### src/rtl/fb_run_reader_pkg.sv
// Shared types and helpers for the frame-buffer run-length reader.
// Token fields are sized for the largest supported frame so consumers can share one type.
package fb_reader_pkg;

  localparam int DEF_WIDTH   = 640;
  localparam int DEF_HEIGHT  = 480;
  localparam int TOK_FIELD_W = 16;

  typedef enum logic [1:0] {
    IDLE,
    SCAN,
    DRAIN,
    DONE
  } state_t;

  typedef struct packed {
    logic                   color;
    logic [TOK_FIELD_W-1:0] len;
    logic [TOK_FIELD_W-1:0] x;
    logic [TOK_FIELD_W-1:0] y;
    logic                   eol;
  } run_token_t;

  // Bits needed to index n items, never less than one.
  function automatic int cnt_w(input int n);
    return (n <= 2) ? 1 : $clog2(n);
  endfunction

endpackage

### src/rtl/fb_run_reader_sync_fifo.sv
// Small first-word-fall-through FIFO with occupancy count, used as the pixel skid buffer.
// Push while full is accepted only when a pop frees a slot in the same cycle.
module sync_fifo
  import fb_reader_pkg::*;
#(
  parameter int DATA_W = 1,
  parameter int DEPTH  = 4,
  localparam int PTR_W = cnt_w(DEPTH),
  localparam int CNT_W = cnt_w(DEPTH + 1)
) (
  input  logic              clk,
  input  logic              rst,
  input  logic              clr,
  input  logic              push,
  input  logic [DATA_W-1:0] push_data,
  input  logic              pop,
  output logic [DATA_W-1:0] pop_data,
  output logic              empty,
  output logic [CNT_W-1:0]  count
);

  logic [DATA_W-1:0] mem_reg [DEPTH];
  logic [PTR_W-1:0]  wr_ptr_reg;
  logic [PTR_W-1:0]  rd_ptr_reg;
  logic [CNT_W-1:0]  count_reg;
  logic              wr_en;
  logic              rd_en;

  assign rd_en    = pop && (count_reg != '0);
  assign wr_en    = push && ((count_reg < CNT_W'(DEPTH)) || rd_en);
  assign pop_data = mem_reg[rd_ptr_reg];
  assign empty    = (count_reg == '0);
  assign count    = count_reg;

  always_ff @(posedge clk) begin
    if (wr_en) begin
      mem_reg[wr_ptr_reg] <= push_data;
    end
  end

  always_ff @(posedge clk) begin
    if (rst || clr) begin
      wr_ptr_reg <= '0;
      rd_ptr_reg <= '0;
      count_reg  <= '0;
    end else begin
      if (wr_en) begin
        wr_ptr_reg <= (wr_ptr_reg == PTR_W'(DEPTH - 1)) ? '0 : wr_ptr_reg + 1'b1;
      end
      if (rd_en) begin
        rd_ptr_reg <= (rd_ptr_reg == PTR_W'(DEPTH - 1)) ? '0 : rd_ptr_reg + 1'b1;
      end
      case ({wr_en, rd_en})
        2'b10:   count_reg <= count_reg + 1'b1;
        2'b01:   count_reg <= count_reg - 1'b1;
        default: count_reg <= count_reg;
      endcase
    end
  end

endmodule

### src/rtl/fb_run_reader.sv
// Scans a 1-bit frame buffer in raster order and emits per-row run-length tokens
// on a valid/ready stream, absorbing BRAM latency and downstream backpressure.
module fb_run_reader
  import fb_reader_pkg::*;
#(
  parameter int WIDTH        = DEF_WIDTH,
  parameter int HEIGHT       = DEF_HEIGHT,
  parameter int READ_LATENCY = 2,
  parameter int FIFO_DEPTH   = 4,
  localparam int ADDR_W = cnt_w(WIDTH * HEIGHT),
  localparam int LEN_W  = cnt_w(WIDTH + 1),
  localparam int X_W    = cnt_w(WIDTH),
  localparam int Y_W    = cnt_w(HEIGHT),
  localparam int CNT_W  = cnt_w(FIFO_DEPTH + 1)
) (
  input  logic              clk_in,
  input  logic              rst_in,
  input  logic              start_in,
  output logic              busy_out,
  output logic [ADDR_W-1:0] bram_addr_out,
  output logic              bram_en_out,
  input  logic              bram_data_in,
  output logic              run_valid_out,
  input  logic              run_ready_in,
  output logic              run_color_out,
  output logic [LEN_W-1:0]  run_len_out,
  output logic [X_W-1:0]    run_x_out,
  output logic [Y_W-1:0]    run_y_out,
  output logic              run_eol_out,
  output logic              frame_done_out
);

  state_t state_reg, state_next;
  logic   start_scan;

  logic [ADDR_W-1:0]       addr_reg;
  logic [X_W-1:0]          rd_x_reg;
  logic [Y_W-1:0]          rd_y_reg;
  logic [READ_LATENCY-1:0] vld_sr_reg;
  logic [READ_LATENCY-1:0] vld_sr_next;
  logic [CNT_W-1:0]        inflight;
  logic [CNT_W:0]          occupancy;
  logic                    room;
  logic                    issue;
  logic                    last_addr;

  logic             fifo_push;
  logic             fifo_pop;
  logic             fifo_pixel;
  logic             fifo_empty;
  logic [CNT_W-1:0] fifo_count;

  logic [X_W-1:0]   pop_x_reg;
  logic [Y_W-1:0]   pop_y_reg;
  logic             acc_valid_reg;
  logic             acc_closed_reg;
  logic             cur_color_reg;
  logic [LEN_W-1:0] cur_len_reg;
  logic [X_W-1:0]   cur_x_reg;
  logic [Y_W-1:0]   cur_y_reg;

  logic             out_valid_reg;
  logic             out_color_reg;
  logic [LEN_W-1:0] out_len_reg;
  logic [X_W-1:0]   out_x_reg;
  logic [Y_W-1:0]   out_y_reg;
  logic             out_eol_reg;

  logic can_out;
  logic accept;
  logic need_emit;
  logic flush;
  logic load;
  logic pop_last_x;

  // ---------------- read issue ----------------
  always_comb begin
    inflight = '0;
    for (int i = 0; i < READ_LATENCY; i++) begin
      inflight = inflight + CNT_W'(vld_sr_reg[i]);
    end
  end

  // Reads are throttled so every returning pixel is guaranteed a FIFO slot.
  assign occupancy = {1'b0, inflight} + {1'b0, fifo_count};
  assign room      = occupancy < (CNT_W + 1)'(FIFO_DEPTH);
  assign issue     = (state_reg == SCAN) && room;
  assign last_addr = (rd_x_reg == X_W'(WIDTH - 1)) && (rd_y_reg == Y_W'(HEIGHT - 1));

  generate
    if (READ_LATENCY == 1) begin : g_vld_one
      assign vld_sr_next = issue;
    end else begin : g_vld_multi
      assign vld_sr_next = {vld_sr_reg[READ_LATENCY-2:0], issue};
    end
  endgenerate

  always_ff @(posedge clk_in) begin
    if (rst_in) begin
      vld_sr_reg <= '0;
    end else begin
      vld_sr_reg <= vld_sr_next;
    end
  end

  always_ff @(posedge clk_in) begin
    if (rst_in || start_scan) begin
      addr_reg <= '0;
      rd_x_reg <= '0;
      rd_y_reg <= '0;
    end else if (issue) begin
      addr_reg <= addr_reg + 1'b1;
      if (rd_x_reg == X_W'(WIDTH - 1)) begin
        rd_x_reg <= '0;
        rd_y_reg <= rd_y_reg + 1'b1;
      end else begin
        rd_x_reg <= rd_x_reg + 1'b1;
      end
    end
  end

  assign fifo_push = vld_sr_reg[READ_LATENCY-1];

  sync_fifo #(
    .DATA_W (1),
    .DEPTH  (FIFO_DEPTH)
  ) u_pixel_fifo (
    .clk       (clk_in),
    .rst       (rst_in),
    .clr       (start_scan),
    .push      (fifo_push),
    .push_data (bram_data_in),
    .pop       (fifo_pop),
    .pop_data  (fifo_pixel),
    .empty     (fifo_empty),
    .count     (fifo_count)
  );

  // ---------------- run accumulator ----------------
  // A run finished at end of row is held "closed" and emitted by the next pop
  // (or flushed when idle), so each cycle produces at most one token.
  assign accept     = out_valid_reg && run_ready_in;
  assign can_out    = !out_valid_reg || run_ready_in;
  assign need_emit  = acc_valid_reg && (acc_closed_reg || (fifo_pixel != cur_color_reg));
  assign fifo_pop   = !fifo_empty && (!need_emit || can_out);
  assign flush      = !fifo_pop && acc_valid_reg && acc_closed_reg && can_out;
  assign load       = (fifo_pop && need_emit) || flush;
  assign pop_last_x = (pop_x_reg == X_W'(WIDTH - 1));

  always_ff @(posedge clk_in) begin
    if (rst_in || start_scan) begin
      pop_x_reg      <= '0;
      pop_y_reg      <= '0;
      acc_valid_reg  <= 1'b0;
      acc_closed_reg <= 1'b0;
      cur_color_reg  <= 1'b0;
      cur_len_reg    <= '0;
      cur_x_reg      <= '0;
      cur_y_reg      <= '0;
    end else if (fifo_pop) begin
      if (pop_last_x) begin
        pop_x_reg <= '0;
        pop_y_reg <= pop_y_reg + 1'b1;
      end else begin
        pop_x_reg <= pop_x_reg + 1'b1;
      end
      acc_valid_reg  <= 1'b1;
      acc_closed_reg <= pop_last_x;
      if (need_emit || !acc_valid_reg) begin
        cur_color_reg <= fifo_pixel;
        cur_len_reg   <= LEN_W'(1);
        cur_x_reg     <= pop_x_reg;
        cur_y_reg     <= pop_y_reg;
      end else begin
        cur_len_reg <= cur_len_reg + 1'b1;
      end
    end else if (flush) begin
      acc_valid_reg  <= 1'b0;
      acc_closed_reg <= 1'b0;
    end
  end

  // ---------------- output register ----------------
  always_ff @(posedge clk_in) begin
    if (rst_in) begin
      out_valid_reg <= 1'b0;
      out_color_reg <= 1'b0;
      out_len_reg   <= '0;
      out_x_reg     <= '0;
      out_y_reg     <= '0;
      out_eol_reg   <= 1'b0;
    end else if (load) begin
      out_valid_reg <= 1'b1;
      out_color_reg <= cur_color_reg;
      out_len_reg   <= cur_len_reg;
      out_x_reg     <= cur_x_reg;
      out_y_reg     <= cur_y_reg;
      out_eol_reg   <= acc_closed_reg;
    end else if (accept) begin
      out_valid_reg <= 1'b0;
    end
  end

  // ---------------- control FSM ----------------
  always_ff @(posedge clk_in) begin
    if (rst_in) begin
      state_reg <= IDLE;
    end else begin
      state_reg <= state_next;
    end
  end

  always_comb begin
    state_next = state_reg;
    start_scan = 1'b0;
    case (state_reg)
      IDLE: begin
        if (start_in) begin
          state_next = SCAN;
          start_scan = 1'b1;
        end
      end
      SCAN: begin
        if (issue && last_addr) begin
          state_next = DRAIN;
        end
      end
      DRAIN: begin
        // Everything drained and the final token leaves this cycle.
        if ((inflight == '0) && fifo_empty && !acc_valid_reg && accept && !load) begin
          state_next = DONE;
        end
      end
      DONE: begin
        state_next = IDLE;
      end
      default: begin
        state_next = IDLE;
      end
    endcase
  end

  assign busy_out       = (state_reg == SCAN) || (state_reg == DRAIN);
  assign frame_done_out = (state_reg == DONE);
  assign bram_en_out    = issue;
  assign bram_addr_out  = addr_reg;
  assign run_valid_out  = out_valid_reg;
  assign run_color_out  = out_color_reg;
  assign run_len_out    = out_len_reg;
  assign run_x_out      = out_x_reg;
  assign run_y_out      = out_y_reg;
  assign run_eol_out    = out_eol_reg;

endmodule

### config.mk
export PLATFORM = sky130hd
export DESIGN_NAME = fb_run_reader
export DESIGN_NICKNAME = d
export VERILOG_FILES = /design/src/rtl/fb_run_reader_pkg.sv /design/src/rtl/fb_run_reader_sync_fifo.sv /design/src/rtl/fb_run_reader.sv
export SDC_FILE = /design/constraint.sdc
export NUM_CORES = 1
export LEC_CHECK = 0
export ABC_AREA = 1
export CAP_MARGIN = 20
export CELL_PAD_IN_SITES_DETAIL_PLACEMENT = 1
export CELL_PAD_IN_SITES_GLOBAL_PLACEMENT = 1
export CORE_MARGIN = 8
export CORE_UTILIZATION = 43
export CTS_BUF_LIST = sky130_fd_sc_hd__clkbuf_8
export DETAILED_ROUTE_END_ITERATION = 8
export GPL_TIMING_DRIVEN = 0
export PLACE_DENSITY_LB_ADDON = 0.1
export SLEW_MARGIN = 20
export SYNTH_ARGS = -nofsm -noshare
export SYNTH_HDL_FRONTEND = slang
export SYNTH_SLANG_ARGS = --single-unit
### constraint.sdc
create_clock -name clk_in -period 2.5 [get_ports clk_in]
set_input_delay 0.25 -clock clk_in [delete_from_list [all_inputs] [get_ports clk_in]]
set_output_delay 0.25 -clock clk_in [all_outputs]
set_load 0.03 [all_outputs]
After elaboration in Yosys (flattened, before gate mapping)
Memories as Yosys holds them, arrays and structs flattened. A register that Yosys moved wholly into a read port is not among the register bits.
Cells that the tools add are included.
{"block": "word_totals", "regBits": 132, "ram_bits": 4, "out_inout_bits": 54, "word_cells": 113, "n_memories": 1}
{"name": "u_pixel_fifo.mem_reg", "words": 4, "width": 1, "rd": 1, "rd_clocked_by_memory_dff": 1, "wr": 1, "line": "fb_run_reader_sync_fifo.sv:22", "rtl": "logic [DATA_W-1:0] mem_reg [DEPTH];"}
{"block": "op_classes", "add_sub_neg": 12, "order_cmp": 2, "n_eq_ne": 14, "n_mux": 21, "n_reduce_logical": 41}
{"cell": "10-bit by 1-bit adder with 10-bit output, second input constant", "count": 3}
{"cell": "10-bit 2-to-1 mux", "count": 3}
{"cell": "10-bit equality test, second input constant", "count": 2}
{"cell": "19-bit by 1-bit adder with 19-bit output, second input constant", "count": 1}
{"cell": "9-bit by 1-bit adder with 9-bit output, second input constant", "count": 2}
{"cell": "1-bit logical AND", "count": 16}
{"cell": "2-bit 2-to-1 mux", "count": 7}
{"cell": "2-bit equality test, second input constant", "count": 5}
{"cell": "9-bit equality test, second input constant", "count": 1}
{"cell": "1-bit 2-to-1 mux", "count": 9}
{"cell": "1-bit logical OR", "count": 8}
{"cell": "2-bit one-hot mux with 4 select lines", "count": 1}
{"cell": "1-bit logical NOT", "count": 6}
{"cell": "3-bit logical NOT", "count": 2}
{"cell": "2-bit != test, second input constant", "count": 3}
{"cell": "3-bit one-hot mux with 2 select lines", "count": 1}
{"cell": "2-bit AND reduction", "count": 3}
{"cell": "2-bit nonzero test", "count": 3}
{"cell": "2-bit by 1-bit adder with 2-bit output, second input constant", "count": 2}
{"cell": "2-bit by 3-bit adder with 4-bit output", "count": 1}
{"cell": "2-bit by 1-bit equality test with 1-bit output, second input constant", "count": 2}
{"cell": "4-bit by 3-bit < comparator with 1-bit output, second input constant", "count": 1}
{"cell": "3-bit by 1-bit adder with 3-bit output, second input constant", "count": 1}
{"cell": "3-bit < comparator, second input constant", "count": 1}
{"cell": "6 further kinds", "count": 6}

Logic depth before layout (Yosys ltp)
Gate-level depths: netlist (run 1).
{"block": "depth", "ltp_word": 15, "mapped_depth": 17}

Cells and area by module
From an unflattened synthesis (run 1), not the netlist that was laid out.
{"block": "hier_totals", "cells_unflattened": 876, "hier_area_um2": 6722.7}
{"mod": "fb_run_reader", "instances": 1, "cells_each": 796, "area_each_um2": 6062.1}
{"mod": "sync_fifo", "instances": 1, "cells_each": 80, "area_each_um2": 660.6}

Worst setup path before layout (run 1)
No wires, ideal clock.
{"block": "synth_path", "kind": "register -> register", "from": "register out_valid_reg (netlist: run_valid_out)", "to": "register u_pixel_fifo.count_reg[2] (netlist: u_pixel_fifo.count[2])", "arrival_ns": 2.272, "required_time_ns": 2.378, "path_slack_ns": 0.105, "path_stages_with_launch": 14, "path_buffers": 0, "synth_period_minus_slack_ns": 2.395, "cell_sequence": "dfxtp_1 > inv_1 > nor2_1 > nand3_4 > nand2_4 > nand2_1 > nand2_1 > ha_1 > inv_1 > fa_1 > a21oi_1 > o21ai_0 > o21ai_0 > a21oi_1"}
{"block": "synth_via", "elab_chain_len": 9, "word_cells_on_any_way": 11}
{"element": "start: declaration", "line": "fb_run_reader.sv:62", "rtl": "logic out_valid_reg;"}
{"element": "start signal: assignment", "line": "fb_run_reader.sv:186", "rtl": "out_valid_reg <= 1'b0;"}
{"element": "start signal: assignment", "line": "fb_run_reader.sv:193", "rtl": "out_valid_reg <= 1'b1;"}
{"element": "start signal: assignment", "line": "fb_run_reader.sv:200", "rtl": "out_valid_reg <= 1'b0;"}
{"element": "1-bit logical NOT *", "line": "fb_run_reader.sv:143", "rtl": "assign can_out = !out_valid_reg || run_ready_in;"}
{"element": "1-bit logical OR *", "line": "fb_run_reader.sv:143"}
{"element": "1-bit logical OR *", "line": "fb_run_reader.sv:145", "rtl": "assign fifo_pop = !fifo_empty && (!need_emit || can_out);"}
{"element": "1-bit logical AND *", "line": "fb_run_reader.sv:145"}
{"element": "1-bit logical AND *", "line": "fb_run_reader_sync_fifo.sv:29", "rtl": "assign rd_en = pop && (count_reg != '0);"}
{"element": "1-bit logical OR", "line": "fb_run_reader_sync_fifo.sv:30", "rtl": "assign wr_en = push && ((count_reg < CNT_W'(DEPTH)) || rd_en);"}
{"element": "1-bit logical AND", "line": "fb_run_reader_sync_fifo.sv:30"}
{"element": "2-bit by 1-bit equality test with 1-bit output or 2-bit equality test (tied branches)", "line": "fb_run_reader_sync_fifo.sv:53", "rtl": "case ({wr_en, rd_en})"}
{"element": "3-bit one-hot mux with 2 select lines or 2-bit nonzero test (tied branches)"}
{"element": "end signal: assignment", "line": "fb_run_reader_sync_fifo.sv:54", "rtl": "2'b10: count_reg <= count_reg + 1'b1;"}
{"element": "end signal: assignment", "line": "fb_run_reader_sync_fifo.sv:55", "rtl": "2'b01: count_reg <= count_reg - 1'b1;"}
{"element": "end signal: assignment", "line": "fb_run_reader_sync_fifo.sv:56", "rtl": "default: count_reg <= count_reg;"}
{"element": "end: declaration", "line": "fb_run_reader_sync_fifo.sv:25", "rtl": "logic [CNT_W-1:0] count_reg;"}
Every way passes the cells marked *; elsewhere a longest branch is shown, timed or not.
A chain may end at the register's enable or synchronous reset.

==> results.toml, run 1 <==
[run_status]
status = "complete, no violations"

[timing]
worst_clock_skew_ps = 12.8
tightest_slew_ps = 701
rsz0062_at_grt = "true"
clock.fmax_mhz = 419
setup-tns-final_ps = 0
finalCriticalPeriod_ps = 2390
post-route-worst-setup-slack_ps = 112
slew_headroom_pct = 53.3
whs_ps = 449
slew_violations = 0
setup_viol = 0
min_period_over_period_pct = 95.5
finalHoldViolCount = 0

[yosys]
syn-num-nets = 969
synth_top_area_cell = "dfxtp_1"
syn_area_um2 = 6660
synth_area_per_cell_um2 = 7.07
netlist.area_leader.share_pct = 40.3
synth_cells = 943
synth.area.top_cells = "dfxtp_1, nand2_1, nor2_1, inv_1, a21oi_1"
ys_ff_latch = 138
yosysUniqueCellTypes = 36
seq_area_frac_synth_pct = 42.1
yosys_warnings = 0

[route]
antenna_left = 0
vias = 6026
drt_iter0_markers = 271
routed_wl_um = 17000
remaining_drc_errors = 0
firstDrtPassIters = 4
viasPerCell = 4.94
wl_per_cell_um = 13.9

[clock_network]
numCtsBuffers = 17
cts_root_buf = "clkbuf_8"
insertion_delay_ps = 440
h-tree-depth = 4
cts.sinks = 138
cts_tree = "yes"
ctsLongestPathBuffers = 2
cts_hold_buf = 0
clk_pin_slew_ps = 70

[grt]
grt_usage_pct = 17.8
grt_pass1_wl_um = 28800
grt_max_degree = 17
grt_antenna_before_repair = 0
grt_pass1_vias = 5989
grt_overflow = 0

[power]
p_sw_mw = 1.94
clockPowerShare_pct = 28.6
sw_frac_of_total_pct = 34.6
fin_total_pwr_mw = 5.60
p_comb_share_pct = 26.3
p_seq_share_pct = 45.1
power_leakage_nw = 3.26
p_per_area_nw_per_um2 = 712
internal_power_mw = 3.66
ir_worst_vdd_uv = 397

[floorplanning]
dieArea_um2 = 19700
die_w_um = 140
io_pins = 59
start_util_pct = 43.8
row_count = 45
coreArea_um2 = 15200
die_h_um = 140

[worst_setup_path]
reg2regPathDepth = 17
worstSetupPathType = "reg2reg"
worstPathCellList = "inv_1, nand2_1, nand3_1, nand2_1, nand2_2, nand3_4, nand3_4, nand2_8, nand2_4, nand2_4, ha_1, inv_1, fa_2, a21oi_2, o21ai_1, o21ai_1, a21oi_1"
path_max_fanout = 8
max_stage_delay_ps = 360
worst-path-stages = 17
r2r_setup_slack_ps = 110
worst-endpoint-required_ps = 2830
path_buf_inv = 2
cp-start-kind = "register"
arrival_ps = 2720
cp_slowest_cell = "fa_2"
worst_path_dominant_cell_family = "simple AND/OR/NAND/NOR gates"
endpoint_kind = "register"

[cells_and_area]
largest_register_ff_count = 19
nNetsFinal = 1048
fillers = 1938
drive_gt1_share_pct = 7.26
area_delta_synth_final_pct = 18.1
antenna_cells = 0
final_cells = 1221
final_cell_area_um2 = 7870
final_util_pct = 51.8

[placement]
place_inst = 1189
dpl_cell_area_um2 = 7480
place_hpwl_um = 12700
place_congestion = 0.782
dp_slack_ps = -441
port_buffers = 58

[job]
drv_cap = 0

[hold_path]
hp-class = "in2reg"
whs_path_depth = 1
[final timing paths]
| check | from | end |
|---|---|---|
| max reg2reg | register | u_pixel_fifo.count[2] |
| min reg2reg | rd_y_reg[8] | rd_y_reg[8] |
| min | bram_data_in | u_pixel_fifo.mem_reg[2] |
| max | register | u_pixel_fifo.count[2] |
[layout by cell type, fill, tap and decap left out, types with 21 or more instances in the layout]
master and n:
xor2_1 21, nor3_1 21, dfxtp_1 133, nand2_1 185
clkbuf_1 21, nor2_1 144, clkdlybuf4s50_1 57, a21oi_1 81
inv_1 138, o21ai_0 26, nand3_1 72
[layer usage]
metal | vias to the layer above | part of all wire, % | global-route usage, %
li1 | 3129 | - | -
met1 | 2804 | 48 | 22.3
met2 | 78 | 47 | 30.2
met3 | 15 | 3.2 | 3.33
met4 | 0 | 1.4 | 5.77
met5 | - | 0 | 0
[power groups by stage]
stage | registers, mW | clock network, mW | logic [mW]
2_1_floorplan | 2.56 | 0 | 1.00
3_3_place_gp | 2.57 | 0 | 1.41
3_5_place_dp | 2.58 | 0 | 1.45
4_1_cts | 2.53 | 1.65 | 1.49
5_1_grt | 2.55 | 1.73 | 1.69
6_report | 2.52 | 1.60 | 1.48
[area by class of cell]
cell class | instances | area, um2 | area share, %
inverters | 136 | 513 | 6.52
flip-flops and latches | 138 | 2800 | 35.6
clock inverters | 11 | 70.1 | 0.890
plain buffers | 37 | 208 | 2.64
multi-input cells | 631 | 3170 | 40.3
well taps | 188 | 235 | 2.99
repair buffers | 61 | 604 | 7.68
clock buffers | 19 | 262 | 3.32
[synth_stat cells, drive strengths merged]
library cell  count
nand3b            2
nor2            148
o21ba             1
a211oi            1
xnor2             4
nor4              1
nor3b             2
clkbuf           21
o21ai            29
ha               20
nand4            21
nand2           191
nor3             21
xor2             21
fa                1
inv             136
o21a              2
dfxtp           134
nand3            77
edfxtp            4
or2               4
buf              17
a31oi             1
a21oi            84
[timing repair]
| item | in CTS | in global routing |
|---|---|---|
| gates resized for setup | 11 | 5 |
| endpoints found under the setup margin | 3 | 17 |
| pin swaps | 0 | 0 |
| buffers inserted | 3 | 0 |
[kinds of logic (layout without fill, tap and decap cells)]
group,after synthesis,in the layout,share of synthesized area (%)
simple gates,467,467,30.5
buf+inv,174,264,10.9
flops,138,138,42.1
compound gates,118,118,9.12
xor+xnor,25,25,3.29
fa+ha+maj,21,21,4.06
(Power assumes the default switching activity.)
==> run 2, diff against run 1 <==
--- a/config.mk
+++ b/config.mk
@@ -9,7 +9,7 @@
 export CAP_MARGIN = 20
 export CELL_PAD_IN_SITES_DETAIL_PLACEMENT = 1
 export CELL_PAD_IN_SITES_GLOBAL_PLACEMENT = 1
-export CORE_MARGIN = 8
+export CORE_MARGIN = 2
 export CORE_UTILIZATION = 43
 export CTS_BUF_LIST = sky130_fd_sc_hd__clkbuf_8
 export DETAILED_ROUTE_END_ITERATION = 8
==> results.toml, run 2 (synthesis gave the netlist of run 1 again) <==
[worst_setup_path]
worstSetupPathType = "reg2reg"
worst-endpoint-required_ps = 2840
worstReg2RegStart = "u_pixel_fifo.mem_reg[3]"
r2r_setup_slack_ps = 160
worstReg2RegEnd = "u_pixel_fifo.count[2]"
path_max_fanout = 8
cp-start-kind = "register"
arrival_ps = 2670
reg2regPathDepth = 16
endpoint_kind = "register"

[route]
remaining_drc_errors = 0
drt_iter0_markers = 266
viasPerCell = 4.95
routed_wl_um = 17100
wl_per_cell_um = 14.0
antenna_left = 0
firstDrtPassIters = 4
vias = 6037

[timing]
finalHoldViolCount = 0
finalCriticalPeriod_ps = 2340
slew_headroom_pct = 51.0
slew_violations = 0
clock.fmax_mhz = 428
setup_viol = 0
rsz0062_at_grt = "true"
min_period_over_period_pct = 93.4
setup-tns-final_ps = 0
whs_ps = 450
tightest_slew_ps = 735
worst_clock_skew_ps = 11.4

[job]
drv_cap = 0

[grt]
grt_max_degree = 17
grt_pass1_vias = 6064
grt_pass1_wl_um = 29000
grt_antenna_before_repair = 0
grt_usage_pct = 21.9
grt_overflow = 0

[floorplanning]
row_count = 45
die_h_um = 128
coreArea_um2 = 15100
die_w_um = 128
start_util_pct = 44.0
dieArea_um2 = 16500
io_pins = 59

[cells_and_area]
antenna_cells = 0
largest_register_ff_count = 19
final_cells = 1220
area_delta_synth_final_pct = 18.6
final_common_cell = "nand2_1"
nNetsFinal = 1046
layout_common_cells = "nand2_1, nor2_1, inv_1"
fillers = 1970
final_util_pct = 52.2
drive_gt1_share_pct = 7.75

[power]
ir_worst_vdd_uv = 451
p_per_area_nw_per_um2 = 726
power_leakage_nw = 3.25
fin_total_pwr_mw = 5.74

[clock_network]
clk_pin_slew_ps = 80
cts_tree = "yes"
numCtsBuffers = 17
ctsLongestPathBuffers = 2
cts_root_buf = "clkbuf_8"
insertion_delay_ps = 450
h-tree-depth = 4
cts_hold_buf = 0
cts.sinks = 138

[hold_path]
min-delay-start = "bram_data_in"
hp-class = "in2reg"
worstHoldEndpoint = "u_pixel_fifo.mem_reg[1]"
whs_path_depth = 1

[placement]
place_congestion = 0.833
port_buffers = 58
place_inst = 1189
place_hpwl_um = 12500

[run_status]
status = "complete, no violations"
## run 2: cell type report
type / count / area (um2) / area share, %
multi-input combinational: 631 / 3180 / 40.2
sequential: 138 / 2810 / 35.5
timing repair buffer: 59 / 589 / 7.46
inverter: 136 / 515 / 6.52
clock buffer: 19 / 262 / 3.31
tap: 188 / 235 / 2.98
buffer: 37 / 208 / 2.63
clock inverter: 12 / 110 / 1.39
## run 2: power by group
part	internal (mW)	total, mW	switching [mW]	leakage [nW]
Combinational	0.471	1.46	0.987	1.93
Clock	0.911	1.75	0.843	0.202
Sequential	2.38	2.52	0.140	1.12
Total	3.77	5.74	1.97	3.25
## run 2: timing repair
action | CTS | global route
endpoints found under the setup margin | 3 | 17
buffers inserted | 1 | 0
gates resized for setup | 10 | 9
## run 2: metrics by stage
stage | area (um2) | setup slack [ps]
6_report | 7900 | 165
4_1_cts | 7880 | 22.6
3_5_place_dp | 7480 | -429
2_1_floorplan | 6660 | 105
3_3_place_gp | 7480 | -332
5_1_grt | 7900 | -65.0
## run 2: worst max-delay path by stage
stage / from / end / slack (ps) / cells after the start
floorplan: run_valid_out / u_pixel_fifo.count[2] / 110 / 13
global placement: run_ready_in / u_pixel_fifo.count[2] / -330 / 13
detailed placement: run_ready_in / u_pixel_fifo.count[2] / -430 / 13
CTS: register / u_pixel_fifo.count[2] / 20 / 17
global route: u_pixel_fifo.mem_reg[3] / u_pixel_fifo.count[2] / -70 / 16
finish: u_pixel_fifo.mem_reg[3] / u_pixel_fifo.count[2] / 160 / 16
## run 2: per-layer routing
| metal | wire [um] | global-route usage, % |
|---|---|---|
| met3 | 437 | 3.87 |
| met5 | 0 | 0 |
| met4 | 236 | 6.52 |
| met1 | 8270 | 27.9 |
| met2 | 8190 | 38.2 |
## run 2: critical path, cell delays in order (launching register included)
cell and delay (ps):
edfxtp_1 370, nand2_1 100, nand3_2 110, nand2_2 80, nand2_2 60, nand3_4 90, nand3_4 100, nand2_8 130
nand2_4 90, nand2_4 90, ha_1 140, inv_1 70, fa_2 370, a21oi_2 140, o21ai_1 100, o21ai_1 130
a21oi_1 50
